[src/rtl/des_sbox_pipe.sv]
// Pipelined multi-lane DES S-box stage (S1..S8) with valid/ready backpressure.
// Define DES_SBOX_PPERM_EN to fold the DES P permutation in ahead of the first register.
module des_sbox_pipe #(
    parameter int LANES   = 1,
    parameter int OUT_REG = 1
) (
    input  logic                  wClk,
    input  logic                  wRstN,
    input  logic                  wInValid,
    output logic                  wInReady,
    input  logic [0:48*LANES-1]   wInputData,
    output logic                  wOutValid,
    input  logic                  wOutReady,
    output logic [0:32*LANES-1]   wOutputData,
    output logic [15:0]           wXferCount
);

    // Each entry is one S-box, 64 nibbles in row-major order (row*16 + col), first nibble in the MSBs.
    localparam logic [255:0] SBOX_TBL [8] = '{
        256'hE4D12FB83A6C5907_0F74E2D1A6CB9538_41E8D62BFC973A50_FC8249175B3EA06D,
        256'hF18E6B34972DC05A_3D47F28EC01A69B5_0E7BA4D158C6932F_D8A13F42B67C05E9,
        256'hA09E63F51DC7B428_D709346A285ECBF1_D6498F30B12C5AE7_1AD069874FE3B52C,
        256'h7DE3069A1285BC4F_D8B56F03472C1AE9_A690CB7DF13E5284_3F06A1D8945BC72E,
        256'h2C417AB6853FD0E9_EB2C47D150FA3986_421BAD78F9C5630E_B8C71E2D6F09A453,
        256'hC1AF92680D34E75B_AF427C9561DE0B38_9EF528C3704A1DB6_432C95FABE17608D,
        256'h4B2EF08D3C975A61_D0B7491AE35C2F86_14BDC37EAF680592_6BD814A7950FE23C,
        256'hD2846FB1A93E50C7_1FD8A374C56B0E92_7B419CE206ADF358_21E74A8DFC90356B
    };

    function automatic logic [3:0] sbox_lu(input logic [2:0] k, input logic [5:0] c);
        logic [255:0] t;
        logic [7:0]   sh;
        t  = SBOX_TBL[k];
        // c[5] is DES bit 0: row = {b0,b5}, column = b1..b4
        sh = 8'd252 - {c[5], c[0], c[4:1], 2'b00};
        return t[sh +: 4];
    endfunction

    logic [0:32*LANES-1] w_sub;

    generate
        for (genvar gi = 0; gi < LANES; gi++) begin : g_lane
            logic [47:0] w_x;
            logic [31:0] w_s;
            assign w_x = wInputData[48*gi +: 48];
            for (genvar gk = 0; gk < 8; gk++) begin : g_box
                assign w_s[31-4*gk -: 4] = sbox_lu(3'(gk), w_x[47-6*gk -: 6]);
            end
`ifdef DES_SBOX_PPERM_EN
            localparam int P_TBL [32] = '{16, 7, 20, 21, 29, 12, 28, 17, 1, 15, 23, 26, 5, 18, 31, 10,
                                          2, 8, 24, 14, 32, 27, 3, 9, 19, 13, 30, 6, 22, 11, 4, 25};
            logic [31:0] w_p;
            for (genvar gp = 0; gp < 32; gp++) begin : g_perm
                assign w_p[31-gp] = w_s[32-P_TBL[gp]];
            end
            assign w_sub[32*gi +: 32] = w_p;
`else
            assign w_sub[32*gi +: 32] = w_s;
`endif
        end
    endgenerate

    logic                r_v0;
    logic [0:32*LANES-1] r_d0;
    logic                w_acc1;
    logic [15:0]         r_cnt;

    assign wInReady   = !r_v0 || w_acc1;
    assign wXferCount = r_cnt;

    always_ff @(posedge wClk or negedge wRstN) begin
        if (!wRstN) begin
            r_v0 <= 1'b0;
            r_d0 <= '0;
        end else if (wInReady) begin
            r_v0 <= wInValid;
            if (wInValid) r_d0 <= w_sub;
        end
    end

    generate
        if (OUT_REG != 0) begin : g_oreg
            logic                r_v1;
            logic [0:32*LANES-1] r_d1;
            assign w_acc1      = !r_v1 || wOutReady;
            assign wOutValid   = r_v1;
            assign wOutputData = r_d1;
            always_ff @(posedge wClk or negedge wRstN) begin
                if (!wRstN) begin
                    r_v1 <= 1'b0;
                    r_d1 <= '0;
                end else if (w_acc1) begin
                    r_v1 <= r_v0;
                    if (r_v0) r_d1 <= r_d0;
                end
            end
        end else begin : g_noreg
            assign w_acc1      = wOutReady;
            assign wOutValid   = r_v0;
            assign wOutputData = r_d0;
        end
    endgenerate

    always_ff @(posedge wClk or negedge wRstN) begin
        if (!wRstN) begin
            r_cnt <= 16'd0;
        end else if (wOutValid && wOutReady) begin
            r_cnt <= r_cnt + 16'd1;
        end
    end

endmodule

[config.mk]
export PLATFORM = sky130hd
export DESIGN_NAME = des_sbox_pipe
export DESIGN_NICKNAME = d
export VERILOG_FILES = /design/src/rtl/des_sbox_pipe.sv
export SDC_FILE = /design/constraint.sdc
export NUM_CORES = 1
export LEC_CHECK = 0
export CORE_MARGIN = 8
export CORE_UTILIZATION = 57
export DETAILED_ROUTE_END_ITERATION = 6
export PLACE_DENSITY = 0.82
export SYNTH_ARGS = -nofsm -noshare
export SYNTH_HDL_FRONTEND = slang
export SYNTH_SLANG_ARGS = --single-unit
export TNS_END_PERCENT = 1
[constraint.sdc]
create_clock -name wClk -period 2 [get_ports wClk]
set_input_delay 0.4 -clock wClk [delete_from_list [all_inputs] [get_ports wClk]]
set_output_delay 0.4 -clock wClk [all_outputs]
set_load 0.1 [all_outputs]
Yosys cells after proc, flatten, opt, wreduce, memory -nomap -nowiden --
Index checks and enable logic that the tools add are counted.
Operators by class: add/subtract/negate cells 9, shifts and indexed selects 8, reduce and logical (&&, ||, !) cells 7
Operator list (count):
- variable part select 256 x 9 -> 4 bit, first input constant | 8
- subtractor 8 bit, first input constant | 8
- adder 16 x 1 -> 16 bit, second input constant | 1
- AND reduction 2 bit | 2
- zero test 1 bit | 2
- logical OR 1 bit | 2
- logical AND 1 bit | 1
Word-level totals: register bits after elaboration 82, input bits 52

Logic depth before layout (Yosys ltp) --
Gate-level depths: netlist (run 1).
depth in word-level cells 4, depth in mapped cells 9

Worst setup path after synthesis (run 1) --
OpenSTA, ideal clock, no wires.
kind reg2reg, start point register g_oreg.r_v1 (netlist: wOutValid), end point register r_d0[29] (netlist bit), setup time 0.110 ns, arrival 3.058 ns, required time 1.890 ns, path slack -1.168 ns, stages on the path, launching flop included 7, path buffers 2, period minus slack after synthesis 3.168 ns, cell sequence dfrtp_1 > nand3b_1 > nand2_1 > buf_2 > buf_2 > nand2_1 > o41ai_1
On the way: word-level cells in the longest chain between the ends 4
Ends and longest elaborated chain:
- start, declared | RTL line 83 | logic r_v1;
- start signal, assigned | RTL line 93 | r_v1 <= r_v0;
- zero test 1 bit | RTL line 85 | assign w_acc1 = !r_v1 || wOutReady;
- logical OR 1 bit | RTL line 85
- logical OR 1 bit | RTL line 68 | assign wInReady = !r_v0 || w_acc1;
- net wInReady | RTL line 10 | output logic wInReady,
- AND reduction 2 bit (no source line)
- end signal, assigned | RTL line 77 | if (wInValid) r_d0 <= w_sub;
- end, declared | RTL line 64 | logic [0:32*LANES-1] r_d0;
The timed path passes the listed nets, and every way through them passes these cells. A chain may end at the register's enable or synchronous reset.

Final worst setup path (run 1) --
start point input port wInputData[9] (netlist bit), end point register r_d0[7] (netlist bit)
On the way: word-level cells in the longest chain between the ends 2
Ends and longest elaborated chain:
- start, declared | RTL line 11 | input logic [0:48*LANES-1] wInputData,
- subtractor 8 bit | RTL line 35 | sh = 8'd252 - {c[5], c[0], c[4:1], 2'b00};
- variable part select 256 x 9 -> 4 bit | RTL line 36 | return t[sh +: 4];
No other way between the ends.

==> flow_summary.json, run 1 <==
{
  "status": "completed",
  "min_path_type": "in2async",
  "die_area_um2": 18000,
  "multi_input_area_um2": 5610,
  "gr-total-overflow": 0,
  "rsz0062_at_grt": "yes",
  "internal_power_w": 0.00449,
  "cp_max_fo": 13,
  "fin_crit_sh_pct": 96.9,
  "dp_hpwl_um": 16600,
  "p_switching_w": 0.00411,
  "ant_nets": 0,
  "avgViaCountPerCell": 6.04,
  "fill_cells": 966,
  "cts_root_buf": "clkbuf_16",
  "critical_path_buf_inv_count": 3,
  "routedWlPerCell_um": 17.4,
  "postSynthNetCount": 1041,
  "cpPeakStageDelay_ns": 0.49,
  "combPwrFrac_pct": 52.9,
  "critPathTopFamily": "buffers and inverters",
  "cp.required_ns": 2.24,
  "synth_flop_cell": "dfrtp_1",
  "grt_pass1_vias": 7825,
  "max_freq_mhz": 516,
  "drive_above_1_share_pct": 32.2,
  "die_y_um": 134,
  "path_cells": "clkdlybuf4s50_1 > buf_4 > ha_1 > inv_1 > mux4_2 > a211oi_2 > o31ai_2",
  "drv_slew": 0,
  "grt_pass1_wl_um": 37400,
  "power_frac_seq_pct": 27.2,
  "tightest_slew_ns": 0.409,
  "grt_use_total_pct": 24.8,
  "place.port_buffers": 101,
  "antenna_cells": 0,
  "start_util_pct": 57.8,
  "worstPathArrival_ns": 2.17,
  "finalNonFillerCells": 1317,
  "cts_tree": "done",
  "ios": 102,
  "p_clk_share_pct": 19.9,
  "fin_ws_ns": 0.0625,
  "antenna_found_initial": 0,
  "dp.cells": 1298,
  "ff_latch_area_um2": 2060,
  "drt_iter0_markers": 628,
  "crit_slowest_cell": "clkdlybuf4s50_1",
  "period_minus_slack_ns": 1.94,
  "cellPowerDensity_nw_per_um2": 796,
  "finalPower_w": 0.00860,
  "syn2layout_area_growth_pct": 35.7,
  "syn_inst": 925,
  "cts_buffers": 9,
  "ys_seq_elements": 82,
  "finalSetupViolCount": 0,
  "switching_share_pct": 47.8,
  "syn_area_per_cell_um2": 8.60,
  "clk_latency_ns": 0.35,
  "place_ws_ns": -0.512,
  "cts_htree_levels": 3,
  "slew_headroom_pct": 72.1,
  "synth.distinct_cells": 74,
  "cts_buffer_depth": 2,
  "clock_skew_ns": 0.00492,
  "end_kind": "register",
  "seq_area_frac_synth_pct": 25.8,
  "core_area_um2": 13800,
  "crit_type": "in2reg",
  "p_leak_nw": 4.84,
  "final-hold-violation-count": 0,
  "placementRows": 43,
  "cts_sinks": 82,
  "chipWidth_um": 134,
  "ys_warn_count": 0,
  "nets": 1248,
  "max-vdd-ir-drop_mv": 0.463,
  "drt_wl_total_um": 22900,
  "crit_path_start_kind": "primary input",
  "grt_start_max_net_pins": 49,
  "place_congestion": 0.919,
  "async_flop_share_pct": 100,
  "first_pass_iters": 6,
  "drc": 0,
  "vias": 7957,
  "maxCapViolCount": 0,
  "cts.clk_slew.worst_paths_ns": 0.07,
  "netlist_area_um2": 7960,
  "synth_enable_flop_cells": 0
}
## worst paths after layout
path,startpoint,end,slack (ns),cells past startpoint
worst min-delay path,wRstN,r_d0[29]$_DFFE_PN0P_,0.45,2
worst min register to register,r_d0[26]$_DFFE_PN0P_,r_d0[26]$_DFFE_PN0P_,0.47,2
min in group wClk,r_d0[26]$_DFFE_PN0P_,r_d0[26]$_DFFE_PN0P_,0.47,2
max in group asynchronous,wRstN,r_d0[4]$_DFFE_PN0P_,1.02,3
worst max-delay path,wInputData[9],r_d0[7]$_DFFE_PN0P_,0.06,7
worst max register to register,wXferCount[0]$_DFFE_PN0P_,wXferCount[12]$_DFFE_PN0P_,0.35,6
## through the flow
step                      hold WS [ns]  cell area [um^2]  utilization, %  setup TNS [ns]
after detailed placement         0.281             10200            73.7          -11.08
after global routing             0.477             10800            78.4          -0.144
after CTS                        0.453             10600            76.7         -0.0848
after global placement           0.276             10200            73.7           -9.38
after floorplan                  0.104              7980               -          -16.01
final                            0.452             10800            78.4               0
## cells in the mapped netlist (all sizes together), types with 4 or more instances
library cell	n	area (um^2)
dfrtp	82	2050
clkbuf	29	109
a211o	6	52.6
inv	48	180
or3	7	43.8
o221ai	7	61.3
mux2	39	439
a311oi	5	43.8
or2	7	43.8
a31oi	19	119
nand2b	18	113
nand3b	8	60.1
o311ai	12	105
nor3b	8	60.1
mux4	16	368
nor2b	23	144
buf	57	298
a21o	10	75.1
o2111ai	7	67.6
a221oi	5	43.8
nand2	72	270
xor2	13	114
a2bb2oi	4	35.0
xnor2	24	210
o22ai	5	31.3
a211oi	22	165
nand3	12	60.1
a22oi	4	30.0
o31ai	11	82.6
mux2i	24	240
a21oi	56	280
nor2	64	243
nand4	4	25.0
o211ai	20	150
nor3	15	80.1
ha	64	801
o21ai	48	240
a2111oi	6	53.8
and2	5	31.3
## layer usage
metal	share of wire [%]	global-route usage, %
met1	42	30.5
met2	50	42.8
met3	5.0	3.14
met4	2.6	10.5
met5	0	0
## power groups by stage
stage	registers (W)	clock network, W	logic, W
final	0.00234	0.00171	0.00455
after global routing	0.00239	0.00180	0.00479
after CTS	0.00234	0.00174	0.00449
after detailed placement	0.00236	0	0.00444
after global placement	0.00234	0	0.00436
after floorplan	0.00415	0	0.00132
## state kept, by name (all words and copies together) (netlist names)
name,cells
r_d0,32
wOutputData,32
r_v0,1
wXferCount,16
wOutValid,1
## cells by family after synthesis
logic type | after synthesis | share of synthesized area, %
muxes | 79 | 13.2
xor gates and xnor gates | 37 | 4.07
buffers and inverters | 134 | 7.37
DFF | 82 | 25.8
and+or+nand+nor | 255 | 15.9
AOI/OAI and AO/OA | 274 | 23.6
adders and majority gates | 64 | 10.1
## area by class of cell
| type | instances | area share [%] |
|---|---|---|
| Sequential cell | 82 | 19.0 |
| Multi-Input combinational cell | 709 | 51.9 |
| Timing Repair Buffer | 282 | 22.5 |
| Inverter | 48 | 1.67 |
| Clock inverter | 7 | 0.707 |
| Clock buffer | 9 | 2.09 |
| Tap cell | 180 | 2.09 |
## timing repair
action	in CTS	in global routing
hold endpoints to repair	14	0
pin swaps	1	7
endpoints found under the setup margin	13	29
setup buffers	0	2
hold buffers	1	0
gates resized for setup	22	57
## placed cells by master, fill, tap and decap left out, drive strengths merged, types with 20 or more instances in the layout
| cell | count |
|---|---|
| nor2b | 23 |
| mux2i | 24 |
| mux2 | 39 |
| ha | 64 |
| xnor2 | 24 |
| inv | 50 |
| o211ai | 20 |
| nand2 | 72 |
| clkdlybuf4s50 | 40 |
| a21oi | 56 |
| buf | 231 |
| nor2 | 64 |
| a211oi | 22 |
| o21ai | 48 |
| dfrtp | 82 |
Note: power is estimated with default switching activity, not from simulation.
==> run 2: changes to the inputs <==
--- a/config.mk
+++ b/config.mk
@@ -8,6 +8,7 @@
 export CORE_MARGIN = 8
 export CORE_UTILIZATION = 57
 export DETAILED_ROUTE_END_ITERATION = 6
+export GPL_ROUTABILITY_DRIVEN = 0
 export PLACE_DENSITY = 0.82
 export SYNTH_ARGS = -nofsm -noshare
 export SYNTH_HDL_FRONTEND = slang
==> flow_summary.json, run 2 (same netlist as run 1, synthesis figures left out) <==
{
  "period_minus_slack_ns": 2.06,
  "avgViaCountPerCell": 6.10,
  "dp.cells": 1319,
  "syn2layout_area_growth_pct": 36.4,
  "p_leak_nw": 4.86,
  "hold_ws_ns": 0.0221,
  "cts.clk_slew.worst_paths_ns": 0.06,
  "grt_start_max_net_pins": 35,
  "grt_use_total_pct": 24.7,
  "cp_max_fo": 3,
  "antenna_cells": 0,
  "crit_path_start_kind": "primary input",
  "violations": "negative setup slack",
  "layout_common_cells": "buf_4 (236), dfrtp_1 (81), nand2_1 (69), nor2_1 (60), a21oi_1 (55)",
  "finalSetupViolCount": 2,
  "core_area_um2": 13800,
  "drt_wl_total_um": 22900,
  "cts_buffer_depth": 2,
  "chipWidth_um": 134,
  "grt_pass1_vias": 7880,
  "fill_cells": 917,
  "end_kind": "register",
  "dp_hpwl_um": 16600,
  "maxCapViolCount": 0,
  "crit_type": "in2reg",
  "cts_sinks": 82,
  "place.port_buffers": 101,
  "cellPowerDensity_nw_per_um2": 792,
  "finalPower_w": 0.00860,
  "ant_nets": 0,
  "routedWlPerCell_um": 17.1,
  "place_ws_ns": -0.520,
  "finalNonFillerCells": 1336,
  "cp.required_ns": 2.22,
  "grt_pass1_wl_um": 37600,
  "vias": 8152,
  "cts_htree_levels": 3,
  "start_util_pct": 57.8,
  "rsz0062_at_grt": "yes",
  "fin_ws_ns": -0.0622,
  "multi_input_area_um2": 5560,
  "min_path_type": "in2async",
  "tightest_slew_ns": 0.579,
  "cts_tree": "done",
  "gr-total-overflow": 0,
  "worstPathArrival_ns": 2.29,
  "slew_headroom_pct": 60.9,
  "die_y_um": 134,
  "final-hold-violation-count": 0,
  "placementRows": 43,
  "max-vdd-ir-drop_mv": 0.623,
  "drv_slew": 0,
  "max_freq_mhz": 485,
  "ios": 102,
  "die_area_um2": 18000,
  "drc": 0,
  "first_pass_iters": 6,
  "antenna_found_initial": 0,
  "drt_iter0_markers": 689,
  "fin_crit_sh_pct": 103,
  "cts_root_buf": "clkbuf_16",
  "clk_latency_ns": 0.34,
  "drive_above_1_share_pct": 32.5,
  "nets": 1267,
  "cts_buffers": 9,
  "clock_skew_ns": 0.00341,
  "status": "finished with violations",
  "ff_latch_area_um2": 2060,
  "mostFrequentLayoutCell": "buf_4"
}
## run 2: path summary, 6_finish.rpt
check	startpoint	end	slack, ns	depth (start not counted)
setup / recovery	wInputData[21]	r_d0[13]$_DFFE_PN0P_	-0.06	8
hold / removal	wRstN	wXferCount[9]$_DFFE_PN0P_	0.02	1
setup reg to reg	wOutValid$_DFFE_PN0P_	r_d0[17]$_DFFE_PN0P_	0.36	6
hold reg to reg	r_d0[11]$_DFFE_PN0P_	r_d0[11]$_DFFE_PN0P_	0.47	1
max in group asynchronous	wRstN	r_d0[11]$_DFFE_PN0P_	1.43	2
min in group wClk	r_d0[11]$_DFFE_PN0P_	r_d0[11]$_DFFE_PN0P_	0.47	1
## run 2: layer usage
metal	wire, um	GRT usage [%]	vias to the layer above
li1	-	-	3827
met1	9390	30.3	3928
met2	11500	43.6	343
met3	1470	3.81	54
met4	505	7.55	0
met5	0	0	-
## run 2: final cells by class
| cell class | count | share of cell area (%) |
|---|---|---|
| Clock inverter | 6 | 0.622 |
| Tap cell | 180 | 2.07 |
| Inverter | 48 | 1.66 |
| Multi-Input combinational cell | 709 | 51.2 |
| Clock buffer | 10 | 2.11 |
| Sequential cell | 82 | 18.9 |
| Timing Repair Buffer | 301 | 23.4 |
## run 2: repair_timing
action | 4_1_cts | 5_1_grt
endpoints found under the hold margin | 0 | 0
setup buffers | 0 | 1
gates resized for setup | 27 | 35
setup endpoints to repair | 13 | 29
hold buffers | 0 | 0
pin swaps | 1 | 8
## run 2: worst max-delay path: stages
cell	delay (ns)
clkdlybuf4s50_1	0.47
inv_1	0.09
buf_4	0.15
ha_1	0.20
nor2b_1	0.14
o311ai_1	0.30
o41ai_1	0.20
a221o_1	0.34
## run 2: stage by stage
stage | area [um^2] | utilization, % | setup TNS, ns
after floorplan | 7980 | - | -16.01
after global placement | 10300 | 74.8 | -9.44
after detailed placement | 10300 | 74.8 | -10.83
after CTS | 10700 | 77.7 | -0.127
after global routing | 10900 | 78.8 | -0.462
final | 10900 | 78.8 | -0.0932
## run 2: report_power, final
part	switching (W)	leakage [nW]	total [W]	internal, W
logic	0.00310	3.73	0.00459	0.00149
registers	0.000303	0.994	0.00234	0.00204
clock network	0.000697	0.139	0.00167	0.000970
total	0.00410	4.86	0.00860	0.00450
==> run 3: changes to the inputs <==
==> constraint.sdc (replaced) <==
create_clock -name wClk -period 2.3 [get_ports wClk]
set_input_delay 0.46 -clock wClk [delete_from_list [all_inputs] [get_ports wClk]]
set_output_delay 0.46 -clock wClk [all_outputs]
set_load 0.1 [all_outputs]
==> flow_summary.json, run 3 (same netlist as run 1, synthesis figures left out) <==
{
  "nets": 1198,
  "crit_slowest_cell": "clkdlybuf4s50_1",
  "final-hold-violation-count": 0,
  "rsz0062_at_grt": "yes",
  "start_util_pct": 57.8,
  "crit_path_start_kind": "primary input",
  "hold_buffers": 0,
  "tightest_slew_ns": 0.512,
  "die_area_um2": 18000,
  "period_minus_slack_ns": 2.18,
  "cts_sinks": 82,
  "cts_buffer_depth": 2,
  "fill_cells": 1031,
  "end_kind": "register",
  "ant_nets": 0,
  "gr-total-overflow": 0,
  "path_cells": "clkdlybuf4s50_1 > inv_1 > ha_1 > buf_4 > buf_4 > mux2i_1 > o22ai_1 > a211oi_2 > o21bai_1 > o311ai_0",
  "antenna_cells": 0,
  "syn2layout_area_growth_pct": 27.1,
  "grt_use_total_pct": 22.9,
  "fin_crit_sh_pct": 94.9,
  "cts_root_buf": "clkbuf_16",
  "routedWlPerCell_um": 16.3,
  "cts_buffers": 9,
  "place_ws_ns": -0.227,
  "cts_setup_buffers": 0,
  "cp.required_ns": 2.49,
  "antenna_found_initial": 0,
  "min_path_type": "in2async",
  "cp_max_fo": 6,
  "clock_skew_ns": 0.00546,
  "status": "completed",
  "chipWidth_um": 134,
  "mostFrequentLayoutCell": "buf_4",
  "first_pass_iters": 5,
  "cpMostUsedCell": "buf_4",
  "drv_slew": 0,
  "vias": 7610,
  "clk_latency_ns": 0.34,
  "finish.utilization_pct": 73.4,
  "ff_latch_area_um2": 2060,
  "cpPeakStageDelay_ns": 0.49,
  "crit_type": "in2reg",
  "grt_pass1_wl_um": 34800,
  "startpoint": "wInputData[3]",
  "ios": 102,
  "finalSetupViolCount": 0,
  "cts_resized": 0,
  "cellPowerDensity_nw_per_um2": 728,
  "drive_above_1_share_pct": 24.2,
  "p_leak_nw": 4.50,
  "drt_wl_total_um": 20700,
  "cts_htree_levels": 3,
  "drc": 0,
  "place.port_buffers": 101,
  "drt_iter0_markers": 632,
  "worstPathArrival_ns": 2.37,
  "die_y_um": 134,
  "layout_common_cells": "buf_4 (172), dfrtp_1 (81), nand2_1 (70), ha_1 (64), nor2_1 (63)",
  "r2r_start": "wOutValid$_DFFE_PN0P_",
  "fin_ws_ns": 0.118,
  "grt_start_max_net_pins": 58,
  "cts_tree": "done",
  "grt_pass1_vias": 7344,
  "cts.clk_slew.worst_paths_ns": 0.07,
  "dp_hpwl_um": 15600,
  "placementRows": 43,
  "maxCapViolCount": 0,
  "multi_input_area_um2": 5340,
  "core_area_um2": 13800,
  "max_freq_mhz": 458,
  "slew_headroom_pct": 65.4,
  "avgViaCountPerCell": 6.01,
  "max-vdd-ir-drop_mv": 0.438
}
[run 3: cell count changes in the layout (fill, tap and decap cells not counted), sizes merged]
cell,change
clkinv,-1
inv,+1
clkdlybuf4s50,+3
buf,-69
clkinvlp,-1
dlymetal6s2s,-3
bufinv,+1
[run 3: layer usage]
metal	part of all wire [%]	vias up	GRT usage [%]
met1	42	3632	28.3
li1	-	3690	-
met4	1.9	0	7.67
met2	50	244	40.1
met5	0	-	0
met3	5.4	44	2.99
[run 3: per-stage QoR]
stage	area (um^2)	setup TNS, ns	std cells	hold WS [ns]	total power, W
finish	10100	0	1267	0.0247	0.00736
CTS	10100	0	1267	0.0300	0.00739
global placement	9780	-2.36	1251	0.388	0.00573
global route	10100	-0.0114	1267	0.0455	0.00768
detailed placement	9780	-3.63	1251	0.391	0.00581
floorplan	7980	-5.88	925	0.164	0.00475
[run 3: worst paths after layout]
check                           cells after the start                           to  slack (ns)
worst min-delay path                                1          r_d0[3]$_DFFE_PN0P_        0.02
max in group asynchronous                           2  wOutputData[30]$_DFFE_PN0P_        1.66
worst min register to register                      2          r_d0[4]$_DFFE_PN0P_        0.47
worst max-delay path                               10          r_d0[2]$_DFFE_PN0P_        0.12
min in group wClk                                   2          r_d0[4]$_DFFE_PN0P_        0.47
worst max register to register                      6          r_d0[2]$_DFFE_PN0P_        0.69
[run 3: report_power, final]
part | switching [W] | leakage (nW) | internal, W | total (W)
clock network | 0.000610 | 0.153 | 0.000956 | 0.00157
logic | 0.00261 | 3.36 | 0.00116 | 0.00377
registers | 0.000245 | 0.994 | 0.00177 | 0.00202
[run 3: critical path: cells and delay by family]
family | cells | cell delay, ns
mux | 1 | 0.07
fa+ha+maj | 1 | 0.33
buf+inv | 4 | 0.86
compound gates | 4 | 0.66
[run 3: layout make-up]
cell class	count	area share (%)
multi-input combinational	709	52.8
sequential	82	20.3
timing repair buffer	232	19.7
clock buffer	10	2.26
tap	180	2.23
inverter	48	1.78
clock inverter	6	0.891
